**config.mk**
```make
export PLATFORM = sky130hd
export DESIGN_NAME = counter_saturating
export DESIGN_NICKNAME = d
export VERILOG_FILES = /design/src/rtl/constant_checker_pkg.sv /design/src/rtl/constant_checker_counter.sv
export SDC_FILE = /design/constraint.sdc
export NUM_CORES = 1
export LEC_CHECK = 0
export BUFFER_PORTS_ARGS = -buffer_cell sky130_fd_sc_hd__buf_4
export CAP_MARGIN = 5
export CORE_MARGIN = 3
export CORE_UTILIZATION = 55
export CTS_CLUSTER_SIZE = 8
export DETAILED_ROUTE_END_ITERATION = 16
export PLACE_DENSITY = 0.84
export SETUP_SLACK_MARGIN = 0.2
export SKIP_CTS_REPAIR_TIMING = 1
export SYNTH_ARGS = -nofsm -noshare
export SYNTH_HDL_FRONTEND = slang
export SYNTH_SLANG_ARGS = --single-unit
```
**constraint.sdc**
```tcl
create_clock -name clock -period 3.4 [get_ports clock]
set_input_delay 0.68 -clock clock [delete_from_list [all_inputs] [get_ports clock]]
set_output_delay 0.68 -clock clock [all_outputs]
set_load 0.005 [all_outputs]
```
**src/rtl/constant_checker_pkg.sv**
```systemverilog
// Shared definitions for the constant checker: state encoding and a
// constant-evaluable ceiling-log2 used to size the run counter.
package constant_checker_pkg;

   typedef enum logic [1:0] {
      HUNT   = 2'd0,
      LOCKED = 2'd1,
      ERROR  = 2'd2
   } state_t;

   function automatic int unsigned clog2(input int unsigned value);
      int unsigned result;
      int unsigned remaining;
      result    = 0;
      remaining = (value > 0) ? value - 1 : 0;
      while (remaining > 0) begin
         result    = result + 1;
         remaining = remaining >> 1;
      end
      return result;
   endfunction

endpackage

```
**src/rtl/constant_checker_counter.sv**
```systemverilog
// Saturating up-counter used for the match/mismatch statistics; holds at
// all-ones instead of wrapping, and only the synchronous clear zeroes it.
module counter_saturating
   import constant_checker_pkg::*;
#(
   parameter int unsigned WORD_WIDTH = 16
) (
   input  logic                  clock,
   input  logic                  clear,
   input  logic                  increment,
   output logic [WORD_WIDTH-1:0] count
);

   localparam logic [WORD_WIDTH-1:0] ONE = WORD_WIDTH'(1);

   logic [WORD_WIDTH-1:0] count_q;
   logic [WORD_WIDTH-1:0] count_d;

   always_comb begin
      count_d = count_q;
      if (increment && (count_q != '1)) begin
         count_d = count_q + ONE;
      end
   end

   always_ff @(posedge clock) begin
      if (clear) begin
         count_q <= '0;
      end else begin
         count_q <= count_d;
      end
   end

   assign count = count_q;

endmodule

```
=== Word level (Yosys, flattened, before mapping) ===
Cells that the tools add are included.

* Bits in read-only memories: 0
* Bits in latches: 0
* Memories: 0
* Flip-flop bits (word level): 16
* Word-level logic and storage cells: 4
* Memory bits (writable): 0

* Order comparisons: 0
* Add/sub/neg operators: 1
* $mul: 0
* Div/mod/pow operators: 0
* Bitwise logic cells: 0
* Eq/ne operators: 1
* Shift operators: 0
* Muxes and demuxes: 0
* Reduce and logical (&&, ||, !) cells: 1

{| class="wikitable"
|+ Operators by type and width
! cell !! count
|-
| $add A16 B1 Y16 const B || 1
|-
| $ne A16 B16 Y1 const B || 1
|-
| $logic_and A1 B1 Y1 || 1
|}

=== Longest topological paths before layout ===
* Depth after elaboration: 2
* Gate-level depth with buffers: 6
* Gate-level depth less buffers: 5

=== Worst setup path after synthesis ===
Ideal clock, no wire load.

* Path kind: reg-to-reg
* From: reg count_q[5], in the netlist count[5]
* To: reg count_q[15], in the netlist count[15]
* Setup slack: 1.781 ns
* Library setup time: 0.070 ns
* Data required time: 3.330 ns
* Stages on the path, launching flop included: 5
* Arrival: 1.549 ns
* Clock period less this slack: 1.619 ns
* Cell sequence: dfxtp_1 nand4_4 or4_1 or4_1 a21oi_1

* Word-level cells in the longest chain between the ends: 2

{| class="wikitable"
|+ Ends and longest elaborated chain
! item !! RTL line !! RTL
|-
| start: declaration || constant_checker_counter.sv:16 || <nowiki>logic [WORD_WIDTH-1:0] count_q;</nowiki>
|-
| start signal: assignment || constant_checker_counter.sv:30 || <nowiki>count_q <= count_d;</nowiki>
|-
| branches (longest 2 deep; another with $add A16 B1 Y16) || -- ||
|}

Several ways; the timed one is not identified.
A chain may end at the register's enable or synchronous reset.

=== Worst setup path after layout ===
* From: reg count_q[0], in the netlist count[0]
* To: reg count_q[11], in the netlist count[11]

Same word-level chain as after synthesis.

==> metrics.txt <==
# TYPE chip_impl_metric gauge
chip_impl_info{name="outcome",value="completed"} 1
chip_impl_info{name="critPathKind",value="reg -> reg"} 1
chip_impl_metric{name="power_per_cell_area",unit="mW/mm2"} 328
chip_impl_metric{name="layout_setup_ws",unit="ns"} 1.45
chip_impl_metric{name="setup_tns",unit="ns"} 0
chip_impl_metric{name="cp_data_required_time",unit="ns"} 3.60
chip_impl_metric{name="synthesis.instances",unit=""} 99
chip_impl_metric{name="finalHoldViolations",unit=""} 0
chip_impl_metric{name="critPathArrivalTime",unit="ns"} 2.15
chip_impl_info{name="setup_repair_after_global_routing_missed_its_margin",value="no"} 1
chip_impl_metric{name="die_height",unit="um"} 45.3
chip_impl_metric{name="initial_utilization",unit="%"} 62.1
chip_impl_metric{name="drt_first_pass_iters",unit=""} 4
chip_impl_metric{name="synthesis.yosys.warnings",unit=""} 0
chip_impl_info{name="critical-path-top-delay-family",value="simple AND/OR/NAND/NOR gates"} 1
chip_impl_metric{name="hold_slack",unit="ns"} 0.541
chip_impl_metric{name="clock_tree.buffer_depth",unit=""} 2
chip_impl_metric{name="clk_pin_slew_worst_paths",unit="ns"} 0.11
chip_impl_metric{name="layoutNonFillerInstCount",unit=""} 132
chip_impl_metric{name="synthDistinctLibCells",unit=""} 31
chip_impl_metric{name="core_area",unit="mm2"} 0.00137
chip_impl_metric{name="globalRoute.totalOverflow",unit=""} 0
chip_impl_metric{name="final_antenna_net_count",unit=""} 0
chip_impl_metric{name="die_w",unit="um"} 45.3
chip_impl_metric{name="routed_wire_length_per_instance",unit="um"} 13.9
chip_impl_metric{name="top_level_ports",unit=""} 19
chip_impl_info{name="post-synth-top-area-cell",value="dfxtp_1"} 1
chip_impl_metric{name="detailedPlace.worstSlack",unit="ns"} 1.48
chip_impl_metric{name="place_area",unit="um2"} 986
chip_impl_metric{name="max-slew-margin-rel",unit="%"} 50.3
chip_impl_info{name="ys_dominant_reg_cell",value="dfxtp_1"} 1
chip_impl_metric{name="vias",unit=""} 831
chip_impl_metric{name="initial_antenna_violation_count",unit=""} 0
chip_impl_metric{name="timing.max_cap.violations",unit=""} 0
chip_impl_metric{name="timing_worst_slew_pin_value",unit="ns"} 0.740
chip_impl_info{name="nature_of_the_critical_path_endpoint",value="register"} 1
chip_impl_metric{name="grt_start_max_net_pins",unit=""} 19
chip_impl_metric{name="timing.hold.worst_path_depth",unit=""} 2
chip_impl_metric{name="synth-seq-area-share",unit="%"} 37.8
chip_impl_metric{name="drt-initial-drc-count",unit=""} 22
chip_impl_metric{name="grt_first_pass_wirelength",unit="um"} 3150
chip_impl_metric{name="nets",unit=""} 122
chip_impl_metric{name="cp.depth",unit=""} 5
chip_impl_info{name="tritoncts_clock_tree",value="yes"} 1
chip_impl_metric{name="clkLatencyLatePin",unit="ns"} 0.29
chip_impl_metric{name="timing.final.setup_violations",unit=""} 0
chip_impl_metric{name="cts_num_sinks",unit=""} 16
chip_impl_metric{name="area_growth",unit="%"} 20.5
chip_impl_info{name="synth.top_cells.by_area",value="dfxtp_1 (38%), or4_1 (6.2%), a21oi_1 (5.9%)"} 1
chip_impl_metric{name="drv_slew",unit=""} 0
chip_impl_metric{name="synth.cell_area",unit="um2"} 848
chip_impl_metric{name="fmax",unit="MHz"} 512
chip_impl_metric{name="placement_rows",unit=""} 13
chip_impl_metric{name="route.detailed.drc",unit=""} 0
chip_impl_metric{name="edff_count_synth",unit=""} 0
chip_impl_metric{name="vias_in_the_first_global_route",unit=""} 705
chip_impl_metric{name="fillCellCount",unit=""} 115
chip_impl_metric{name="crit_path_time_final",unit="ns"} 1.95
chip_impl_metric{name="antennaDiodeCount",unit=""} 0
chip_impl_info{name="yosys.cell_count.top_type",value="dfxtp_1"} 1
chip_impl_metric{name="largest_reg_flops",unit=""} 16
chip_impl_metric{name="worst-r2r-cell-count",unit=""} 5
chip_impl_metric{name="numPlacedInstances",unit=""} 128
chip_impl_info{name="startpoint_type",value="register"} 1
chip_impl_metric{name="async_set_or_reset_flop_fraction_in_the_synthesized_netlist",unit="%"} 0
chip_impl_metric{name="cts_made_buffers",unit=""} 3
chip_impl_metric{name="routability_congestion",unit=""} 0.816
chip_impl_metric{name="route.detailed.vias_per_inst",unit=""} 6.30
chip_impl_metric{name="critical_path.n_buffers_inverters",unit=""} 0
chip_impl_metric{name="synth.ff_latch_count",unit=""} 16
chip_impl_metric{name="final_cell_area",unit="mm2"} 0.00102
chip_impl_metric{name="design_power_total",unit="mW"} 0.335
chip_impl_metric{name="postSynthNetCount",unit=""} 103
chip_impl_info{name="slowest_stage_cell_cp",value="nor4_4"} 1
chip_impl_info{name="cts.root.buffer_cell",value="clkbuf_4"} 1
chip_impl_metric{name="slowest_delay",unit="ns"} 0.59
chip_impl_metric{name="critPathMaxFanout",unit=""} 18
chip_impl_metric{name="final_util",unit="%"} 74.8
chip_impl_metric{name="synth_largest_type_area_fraction",unit="%"} 37.8
chip_impl_info{name="hp-class",value="reg -> reg"} 1
chip_impl_metric{name="post_route_cells_drive_above_1_share",unit="%"} 22.2
chip_impl_metric{name="finalCritPeriodShare",unit="%"} 57.5
chip_impl_metric{name="timing.reg2reg.setup_slack",unit="ns"} 1.45
chip_impl_metric{name="clock-skew-final",unit="ns"} 0.0101
chip_impl_metric{name="finalWirelength",unit="um"} 1830
chip_impl_metric{name="p_leak",unit="nW"} 0.374
chip_impl_info{name="critical_path.cell_chain",value="ha_1 -> nand3_1 -> nor4_4 -> nor4bb_1 -> mux2_2"} 1
chip_impl_metric{name="numPortBuffers",unit=""} 18
chip_impl_metric{name="die-area",unit="mm2"} 0.00205
chip_impl_metric{name="cts_max_level",unit=""} 1
chip_impl_info{name="netlist_top_cells_count",value="dfxtp_1 (16), a21oi_1 (10), or4_1 (7)"} 1
chip_impl_metric{name="place_hpwl",unit="um"} 1310
chip_impl_metric{name="avgSynthCellArea",unit="um2"} 8.57
chip_impl_metric{name="groute.usage.overall",unit="%"} 21.3
chip_impl_metric{name="ir_worst_vdd",unit="V"} 0.000219
-- where the power goes --
part,internal [mW],switching (mW),leakage [nW]
logic,0.00593,0.00758,0.224
registers,0.189,0.00225,0.129
clock network,0.0652,0.0653,0.0210
-- worst paths after layout --
| path | endpoint | from |
|---|---|---|
| hold / removal | count[3] | count[3] |
| hold reg to reg | count[3] | count[3] |
| setup reg to reg | count[11] | count[0] |
| setup / recovery | count[11] | count[0] |
-- cell usage in the layout (no fill, tap or decap) --
| master | count |
|---|---|
| a21oi_1 | 10 |
| nand2_2 | 1 |
| mux2_2 | 1 |
| ha_1 | 1 |
| nor4_1 | 2 |
| dfxtp_1 | 16 |
| nand3_1 | 6 |
| o21a_1 | 1 |
| nor3_1 | 4 |
| nand4_4 | 1 |
| nor2b_1 | 2 |
| and4_1 | 3 |
| o21ai_0 | 4 |
| o41ai_1 | 1 |
| and3_1 | 1 |
| or4_1 | 7 |
| xnor2_1 | 2 |
| o31ai_1 | 6 |
| buf_4 | 18 |
| o311ai_0 | 1 |
| mux2i_1 | 1 |
| nor4_4 | 1 |
| or3_1 | 3 |
| nand3b_1 | 1 |
| nor2_1 | 6 |
| clkbuf_8 | 1 |
| nor4bb_1 | 1 |
| inv_1 | 3 |
| nand4_1 | 3 |
| nand2_1 | 6 |
| clkbuf_4 | 3 |
-- layer usage --
layer	vias to the layer above	part of all wire, %	global-route usage, %
li1	422	-	-
met1	381	49	29.0
met2	23	45	31.1
met3	5	4.6	4.78
met4	0	2.1	11.1
met5	-	0	0
-- area by class of cell --
type | instances | area [um2] | share of cell area [%]
inverters | 3 | 11.3 | 1.10
flip-flops and latches | 16 | 320 | 31.3
multi-input cells | 76 | 500 | 49.0
well taps | 15 | 18.8 | 1.84
clock buffers | 4 | 36.3 | 3.55
repair buffers | 18 | 135 | 13.2
-- cells by family after synthesis --
| group | after synthesis | synth area share, % |
|---|---|---|
| simple gates | 48 | 36.4 |
| mux | 2 | 2.51 |
| xor+xnor | 2 | 2.07 |
| fa+ha+maj | 1 | 1.47 |
| buf+inv | 7 | 3.24 |
| flops | 16 | 37.8 |
| compound gates | 23 | 16.5 |
-- worst min-delay path, delay by kind of cell (launching register included) --
kind	cells	cell delay [ns]
flops	1	0.37
compound gates	2	0.13
Note: power is estimated with default switching activity, not from simulation.
